===== src/rtl/truth_table_sweeper.sv =====
`default_nettype none
// ============================================================================
//  Module      : truth_table_sweeper
//  Description : Exhaustive truth-table tester for a 4-input combinational
//                function F(x,y,w,z). A sweep walks the input index 0..15.
//                Each vector is held for SETTLE cycles and then sampled for
//                one cycle. The sampled response is captured into a 16-bit
//                table and compared bit by bit against a golden table.
//  Revision    : 1.0 - initial release
// ----------------------------------------------------------------------------
//  Parameters
//    SETTLE     cycles each vector is held before sampling (legal 1..15)
//    EXPECTED   golden truth table, bit i = F(i)
//  Ports
//    clk        single clock, rising-edge active
//    reset      synchronous, active-high reset
//    start      sweep request, sampled only while idle or done
//    s          response of the function under test
//    x,y,w,z    stimulus, {x,y,w,z} = vector index (x is the MSB)
//    busy       sweep in progress
//    done       sweep complete, held until the next accepted start
//    resp_table captured response, bit i = s sampled for index i
//    mismatch   bit i = resp_table[i] ^ EXPECTED[i] for sampled indices
//    err_count  number of mismatching indices, 0..16
//    pass       done with no mismatches (registered)
//
//  The captured-response port is named resp_table because "table" is a
//  reserved word in Verilog/SystemVerilog and cannot be used as a plain
//  identifier.
// ============================================================================
module truth_table_sweeper #(
    parameter int unsigned       SETTLE   = 1,
    parameter logic [15:0]       EXPECTED = 16'hB6A8
) (
    input  logic        clk,
    input  logic        reset,
    input  logic        start,
    input  logic        s,
    output logic        x,
    output logic        y,
    output logic        w,
    output logic        z,
    output logic        busy,
    output logic        done,
    output logic [15:0] resp_table,
    output logic [15:0] mismatch,
    output logic [4:0]  err_count,
    output logic        pass
);

    // ------------------------------------------------------------------------
    // Constants
    // ------------------------------------------------------------------------
    // The settle counter counts 0..SETTLE-1 while in APPLY; the last value
    // is the one on which APPLY hands over to SAMPLE.
    localparam logic [3:0] C_SETTLE_LAST = 4'(SETTLE - 1);
    localparam logic [3:0] C_LAST_INDEX  = 4'd15;

    // ------------------------------------------------------------------------
    // State machine encoding
    // ------------------------------------------------------------------------
    typedef enum logic [1:0] {
        ST_IDLE   = 2'd0,
        ST_APPLY  = 2'd1,
        ST_SAMPLE = 2'd2,
        ST_DONE   = 2'd3
    } state_t;

    // ------------------------------------------------------------------------
    // Registered state
    // ------------------------------------------------------------------------
    state_t      r_state;
    logic [3:0]  r_index;
    logic [3:0]  r_settle_cnt;
    logic [15:0] r_table;
    logic [15:0] r_mismatch;
    logic [4:0]  r_err_count;
    logic        r_pass;

    // ------------------------------------------------------------------------
    // Next-state values
    // ------------------------------------------------------------------------
    state_t      w_state_nxt;
    logic [3:0]  w_index_nxt;
    logic [3:0]  w_settle_nxt;
    logic [15:0] w_table_nxt;
    logic [15:0] w_mismatch_nxt;
    logic [4:0]  w_err_count_nxt;
    logic        w_pass_nxt;

    // Comparison of the live response against the golden bit for the vector
    // currently applied. Only consumed in SAMPLE.
    logic        w_miss;
    logic [4:0]  w_err_sampled;

    assign w_miss        = s ^ EXPECTED[r_index];
    // At most 16 samples per sweep, each adding at most one, so the 5-bit
    // count tops out at 16 and cannot overflow.
    assign w_err_sampled = r_err_count + {4'd0, w_miss};

    // ------------------------------------------------------------------------
    // State register (reset has priority over everything, including start)
    // ------------------------------------------------------------------------
    always_ff @(posedge clk) begin
        if (reset) begin
            r_state      <= ST_IDLE;
            r_index      <= 4'd0;
            r_settle_cnt <= 4'd0;
            r_table      <= 16'd0;
            r_mismatch   <= 16'd0;
            r_err_count  <= 5'd0;
            r_pass       <= 1'b0;
        end else begin
            r_state      <= w_state_nxt;
            r_index      <= w_index_nxt;
            r_settle_cnt <= w_settle_nxt;
            r_table      <= w_table_nxt;
            r_mismatch   <= w_mismatch_nxt;
            r_err_count  <= w_err_count_nxt;
            r_pass       <= w_pass_nxt;
        end
    end

    // ------------------------------------------------------------------------
    // Next-state and datapath logic
    // ------------------------------------------------------------------------
    always_comb begin
        // Default: everything holds its value.
        w_state_nxt     = r_state;
        w_index_nxt     = r_index;
        w_settle_nxt    = r_settle_cnt;
        w_table_nxt     = r_table;
        w_mismatch_nxt  = r_mismatch;
        w_err_count_nxt = r_err_count;
        w_pass_nxt      = r_pass;

        case (r_state)
            // IDLE and DONE accept start identically: a new sweep always
            // begins from a clean slate, so results of the previous sweep
            // are dropped on the accept edge.
            ST_IDLE, ST_DONE: begin
                if (start) begin
                    w_state_nxt     = ST_APPLY;
                    w_index_nxt     = 4'd0;
                    w_settle_nxt    = 4'd0;
                    w_table_nxt     = 16'd0;
                    w_mismatch_nxt  = 16'd0;
                    w_err_count_nxt = 5'd0;
                    w_pass_nxt      = 1'b0;
                end
            end

            // Hold the vector for SETTLE cycles. start is not looked at
            // here or in SAMPLE, so a start pulse mid-sweep is harmless.
            ST_APPLY: begin
                if (r_settle_cnt == C_SETTLE_LAST) begin
                    w_state_nxt = ST_SAMPLE;
                end else begin
                    w_settle_nxt = r_settle_cnt + 4'd1;
                end
            end

            // One-cycle capture of the response for the current index.
            ST_SAMPLE: begin
                w_table_nxt[r_index]    = s;
                w_mismatch_nxt[r_index] = w_miss;
                w_err_count_nxt         = w_err_sampled;
                if (r_index == C_LAST_INDEX) begin
                    // Index stays at 15 so the stimulus reads 4'b1111 in
                    // DONE. pass is resolved here from the final count so
                    // it is valid in the same cycle done rises.
                    w_state_nxt = ST_DONE;
                    w_pass_nxt  = (w_err_sampled == 5'd0);
                end else begin
                    w_state_nxt  = ST_APPLY;
                    w_index_nxt  = r_index + 4'd1;
                    w_settle_nxt = 4'd0;
                end
            end

            default: begin
                w_state_nxt = ST_IDLE;
            end
        endcase
    end

    // ------------------------------------------------------------------------
    // Outputs (all driven straight from registers)
    // ------------------------------------------------------------------------
    assign {x, y, w, z} = r_index;
    assign busy         = (r_state == ST_APPLY) || (r_state == ST_SAMPLE);
    assign done         = (r_state == ST_DONE);
    assign resp_table   = r_table;
    assign mismatch     = r_mismatch;
    assign err_count    = r_err_count;
    assign pass         = r_pass;

endmodule
`default_nettype wire

===== config.mk =====
export PLATFORM = sky130hd
export DESIGN_NAME = truth_table_sweeper
export DESIGN_NICKNAME = d
export VERILOG_FILES = /design/src/rtl/truth_table_sweeper.sv
export SDC_FILE = /design/constraint.sdc
export NUM_CORES = 1
export LEC_CHECK = 0
export ABC_AREA = 0
export CELL_PAD_IN_SITES_DETAIL_PLACEMENT = 0
export CELL_PAD_IN_SITES_GLOBAL_PLACEMENT = 1
export CORE_ASPECT_RATIO = 1.25
export CORE_MARGIN = 2
export CORE_UTILIZATION = 35
export CTS_CLUSTER_SIZE = 14
export DETAILED_ROUTE_END_ITERATION = 7
export PLACE_DENSITY = 0.77
export SLEW_MARGIN = 20
export SYNTH_ARGS = -nofsm -noshare
export SYNTH_HDL_FRONTEND = slang
export SYNTH_SLANG_ARGS = --single-unit

===== constraint.sdc =====
create_clock -name clk -period 6.55 [get_ports clk]
set_input_delay 0.655 -clock clk [delete_from_list [all_inputs] [get_ports clk]]
set_output_delay 0.655 -clock clk [all_outputs]
set_load 0.05 [all_outputs]

==> metrics.cfg, run 1 <==
[finish]
final_cells = 422
nets = 348
nFillCells = 766
final_common_cell = dfxtp_1
final_cell_mix = dfxtp_1, clkdlybuf4s50_1, nand2_1
multi_input_area_um2 = 1456
area_growth_pct = 23.28
diodes = 0
seq_area_um2 = 980.9
drive_gt1_share_pct = 16.06

[sta]
period_share_pct = 42.62
setup_viol = 0
max_slew.worst_pin.slew_ns = 0.6917
fin_ws_ns = 3.758
period_minus_slack_ns = 2.792
rsz0062_at_grt = false
maxSlewHeadroom_pct = 53.64
finalMaxSlewViolations = 0
tns_ns = 0
fmax_mhz = 358.2
finalHoldViolCount = 0
clock_skew_ns = 0.007565

[pwr]
clkPwrFrac_pct = 36.2
peakVddDrop_v = 0.00009504
internal-power_w = 0.0004377
power_frac_comb_pct = 13.3
power.density_nw_per_um2 = 187.8
power_switching_w = 0.0001608
power_leakage_nw = 1.093
power.total_w = 0.0005984
seq_power_share_pct = 50.5
swShare_pct = 26.87

[grt]
met1_usage_pct = 20.53
busiest_layer = met2
grt_pass1_wl_mm = 10.07
gr-total-overflow = 0
antenna_found_initial = 0
grt_max_degree = 51
grt_util_all_layers_pct = 15.78
grt_pass1_vias = 2086
use_met2_pct = 25.81
use_met3_pct = 4.137

[synth]
syn_area_um2 = 2585
synth_top_area_cell = dfxtp_1
ys_async_sr_fraction_pct = 0
ys_seq_elements = 49
synth_nets = 310
avgSynthCellArea_um2 = 8.883
synth_edf_count = 0
ys_top_cells_by_area = dfxtp_1, mux2_2, ha_1
yosys.area.top_type_share_pct = 37.95
syn_inst = 291
yosysWarnings = 0
seq_area_frac_synth_pct = 37.95
ys_types = 49
ys.flop_type = dfxtp_1

[route]
antenna_left = 0
first_pass_iters = 4
viasPerCell = 5.069
drt_wl_total_mm = 5.916
drc = 0
vias = 2139
wire_per_inst_um = 14.02
drt_iter0_markers = 103

[placement]
dp.cells = 414
dp.final_hpwl_mm = 4.132
io_buffers = 47
gp_congestion = 0.8183
dp_slack_ns = 3.549

[hold_path]
hp-class = reg2reg

[floorplanning]
initial_core_util_pct = 35.56
dieArea_um2 = 8093
fp.coreArea_um2 = 7269
fp.dieW_um = 80.87
io_pins = 48
rows = 35
dieHeight_um = 100.1

[critical_path]
start_kind = flop
worstReg2RegStart = r_state[0]
critPathCaptureType = flop
critical_path_class = reg2reg
reg2reg_slack_ns = 3.76
cp.required_ns = 6.73
reg2regPathDepth = 9
worstPathMaxFanout = 8
arrival_ns = 2.97
setup.worst_path.start = r_state[0]

[status]
status = finished, final reports clean

[cts]
ctsResizeCount = 0
postCtsSetupBuffers = 0
cts_buffers = 5
cts_hold_buf = 0
htreeDepth = 2
clockBufferDepth = 2
cts-root-buf = clkbuf_8
clk_pin_slew_ns = 0.09
cts_tree = built
clk_latency_ns = 0.30
cts_sinks = 49

[flow_run]
maxCapViolCount = 0

[through the flow]
stage | hold WS [ns] | instance area [um2] | utilization, %
floorplan | 0.4616 | 2585 | -
global placement | 0.4621 | 3075 | 42.31
detailed placement | 0.4666 | 3075 | 42.31
CTS | 0.4806 | 3187 | 43.84
global route | 0.5078 | 3187 | 43.84
finish | 0.4733 | 3187 | 43.84
[critical path, stage by stage (launching register included)]
cell and delay [ns]:
dfxtp_1 0.41, inv_1 0.08, ha_1 0.45, mux2i_2 0.48, o21ai_0 0.18, a21oi_1 0.27, inv_1 0.07, ha_1 0.27
inv_1 0.03, mux4_2 0.43
[registers in the layout (all words and copies together), names as in the netlist, named ones only]
name and count:
pass 1, resp_table 16, r_index 4, r_settle_cnt 4, mismatch 16, r_state 2, err_count 5
[area by class of cell]
class	count	area share (%)
well taps	92	3.612
clock buffers	6	2.277
clock inverters	2	1.217
repair buffers	48	15.00
flip-flops and latches	49	30.78
inverters	12	1.413
multi-input cells	213	45.70
[cell usage after synthesis (2+ instances only)]
library cell,number
a31oi_1,2
nand4_1,5
buf_6,3
xnor2_1,2
nor2b_1,4
ha_1,15
a21oi_1,14
nand3_1,23
o21ai_0,7
or2b_2,2
dfxtp_1,49
nand2_1,40
mux2_2,30
clkbuf_1,10
nor2_1,36
xor2_1,2
inv_1,12
or4_1,2
and2_1,2
buf_2,2
[layer usage]
| layer | vias to the layer above | wire length [um] |
|---|---|---|
| li1 | 1067 | - |
| met1 | 1028 | 2745 |
| met2 | 38 | 2862 |
| met3 | 6 | 229 |
| met4 | 0 | 78 |
| met5 | - | 0 |
[worst min-delay path by stage]
stage | depth (start not counted) | slack [ns] | startpoint | to
2_1_floorplan | 2 | 0.46 | r_settle_cnt[3] | r_settle_cnt[3]
3_3_place_gp | 2 | 0.46 | resp_table[7] | resp_table[7]
3_5_place_dp | 2 | 0.47 | resp_table[7] | resp_table[7]
4_1_cts | 2 | 0.48 | resp_table[7] | resp_table[7]
5_1_grt | 2 | 0.51 | pass | pass
6_report | 2 | 0.47 | resp_table[7] | resp_table[7]
[cells by family after synthesis]
kind of cell             after synthesis  synth area share (%)
adder cells (fa/ha/maj)               15                 7.260
buffers and inverters                 29                 5.711
multiplexers                          34                 15.44
flip-flops                            49                 37.95
AND/OR/NAND/NOR                      128                 24.44
AO/OA/AOI/OAI                         32                 7.842
XOR/XNOR                               4                 1.356
[power by group through the flow]
stage          Combinational, W  Sequential, W  Clock, W
3_5_place_dp          0.0000804       0.000309         0
2_1_floorplan         0.0000648       0.000310         0
3_3_place_gp          0.0000797       0.000309         0
6_report              0.0000794       0.000302  0.000217
5_1_grt               0.0000877       0.000303  0.000240
4_1_cts               0.0000807       0.000302  0.000224
Power figures use the tool's default switching activity.
==> run 2, diff against run 1 <==
==> constraint.sdc (replaced) <==
create_clock -name clk -period 2.6 [get_ports clk]
set_input_delay 0.26 -clock clk [delete_from_list [all_inputs] [get_ports clk]]
set_output_delay 0.26 -clock clk [all_outputs]
set_load 0.05 [all_outputs]
==> metrics.cfg, run 2 (same netlist as run 1, synthesis figures left out) <==
[route]
vias = 2204  ; +3.0%
drt_iter0_markers = 78  ; -24%
drt_wl_total_mm = 6.155  ; +4.0%
viasPerCell = 5.126  ; +1.1%
wire_per_inst_um = 14.31  ; +2.1%
antenna_left = 0  ; unchanged
drc = 0  ; unchanged
first_pass_iters = 4  ; unchanged

[status]
status = finished, final reports clean

[critical_path]
critical_path_class = reg2reg
critPathCaptureType = flop
critPathMaxStageDelay_ns = 0.43  ; -0.05 ns
start_kind = flop
worstPathMaxFanout = 10  ; +2
cp_slowest_cell = mux4_2
arrival_ns = 2.60  ; -0.37 ns
crit_chain = ha_1, and4_4, o21ai_0, a21oi_1, inv_1, ha_1, inv_1, mux4_2
cp.required_ns = 2.79  ; -3.94 ns

[sta]
fmax_mhz = 413.6  ; +15%
clock_skew_ns = 0.004406  ; -0.003160 ns
tns_ns = 0  ; unchanged
period_share_pct = 92.99  ; +50 points
finalHoldViolCount = 0  ; unchanged
period_minus_slack_ns = 2.418  ; -0.3742 ns
rsz0062_at_grt = false
maxSlewHeadroom_pct = 63.73  ; +10 points
setup_viol = 0  ; unchanged
finalMaxSlewViolations = 0  ; unchanged
max_slew.worst_pin.slew_ns = 0.5427  ; -0.1490 ns

[floorplanning]
fp.coreArea_um2 = 7269  ; unchanged
dieHeight_um = 100.1  ; unchanged
dieArea_um2 = 8093  ; unchanged
rows = 35  ; unchanged
io_pins = 48  ; unchanged
initial_core_util_pct = 35.56  ; unchanged
fp.dieW_um = 80.87  ; unchanged

[hold_path]
hp-class = reg2reg

[pwr]
peakVddDrop_v = 0.0002337  ; +150%
power.density_nw_per_um2 = 466.3  ; +150%
power_leakage_nw = 1.141  ; +4.4%

[grt]
grt_pass1_wl_mm = 10.25  ; +1.8%
gr-total-overflow = 0  ; unchanged
grt_util_all_layers_pct = 16.07  ; +0.29 points
grt_max_degree = 43  ; -16%
antenna_found_initial = 0  ; unchanged
grt_pass1_vias = 2193  ; +5.1%

[cts]
cts_buffers = 5  ; unchanged
postCtsSetupBuffers = 0  ; unchanged
clk_latency_ns = 0.30  ; about the same
clk_pin_slew_ns = 0.09  ; about the same
cts_tree = built
clockBufferDepth = 2  ; unchanged
cts_sinks = 49  ; unchanged
cts-root-buf = clkbuf_8
htreeDepth = 2  ; unchanged

[finish]
final_cell_mix = dfxtp_1, clkdlybuf4s50_1, nand2_1
drive_gt1_share_pct = 18.64  ; +2.6 points
final_common_cell = dfxtp_1
nets = 357  ; +2.6%
final_cell_area_um2 = 3262  ; +2.4%
area_growth_pct = 26.19
diodes = 0  ; unchanged

[placement]
gp_congestion = 0.8202  ; +0.23%
placed_area_um2 = 3156  ; +2.6%
io_buffers = 47  ; unchanged
dp.final_hpwl_mm = 4.365  ; +5.7%

[flow_run]
maxCapViolCount = 0  ; unchanged

## run 2: worst max-delay path, delay by kind of cell (launching register included)
kind                       cells  cell delay [ns]
buffers and inverters          2             0.11
DFF                            1             0.41
and+or+nand+nor                1             0.29
muxes                          1             0.43
adders and majority gates      2             0.68
AOI/OAI and AO/OA              2             0.38
## run 2: per-layer routing
metal  routed length (um)  track usage (%)  share of wire, %
met4                   88            5.737               1.4
met2                 3084            27.21                50
met3                  244            3.597               4.0
met1                 2738            19.82                44
met5                    0                0                 0
## run 2: final cells by class
cell class,count,area [um2]
Multi-Input combinational cell,213,1459
Sequential cell,49,980.9
Timing Repair Buffer,57,558.0
Inverter,12,45.04
Fill cell,791,4008
Clock inverter,2,35.03
Clock buffer,5,68.82
Tap cell,92,115.1
## run 2: worst paths after layout
| check | from | to | slack, ns | depth (start not counted) |
|---|---|---|---|---|
| max reg2reg | r_state[1] | flop | 0.18 | 8 |
| min | resp_table[7] | resp_table[7] | 0.47 | 2 |
| min reg2reg | resp_table[7] | resp_table[7] | 0.47 | 2 |
| max | r_state[1] | flop | 0.18 | 8 |
## run 2: through the flow
stage / std cells / power (W) / util, % / hold WS [ns] / setup slack, ns
after global routing: 430 / 0.001588 / 44.87 / 0.4935 / 0.01470
after detailed placement: 423 / 0.001002 / 43.41 / 0.4655 / 0.09673
after global placement: 423 / 0.001000 / 43.41 / 0.4663 / 0.1092
after floorplan: 291 / 0.0009451 / - / 0.3460 / 0.03223
after CTS: 430 / 0.001538 / 44.84 / 0.4785 / 0.1480
final: 430 / 0.001521 / 44.87 / 0.4732 / 0.1823
## run 2: repair_timing
action,4_1_cts,5_1_grt
hold buffers,0,0
gates resized for setup,0,1
endpoints found under the setup margin,0,1
## run 2: power breakdown
| group | internal (W) | switching (W) | total, W |
|---|---|---|---|
| Combinational | 0.0000755 | 0.000151 | 0.000227 |
| Clock | 0.000280 | 0.000256 | 0.000536 |
| Sequential | 0.000755 | 0.00000364 | 0.000758 |
| Total | 0.00111 | 0.000411 | 0.00152 |
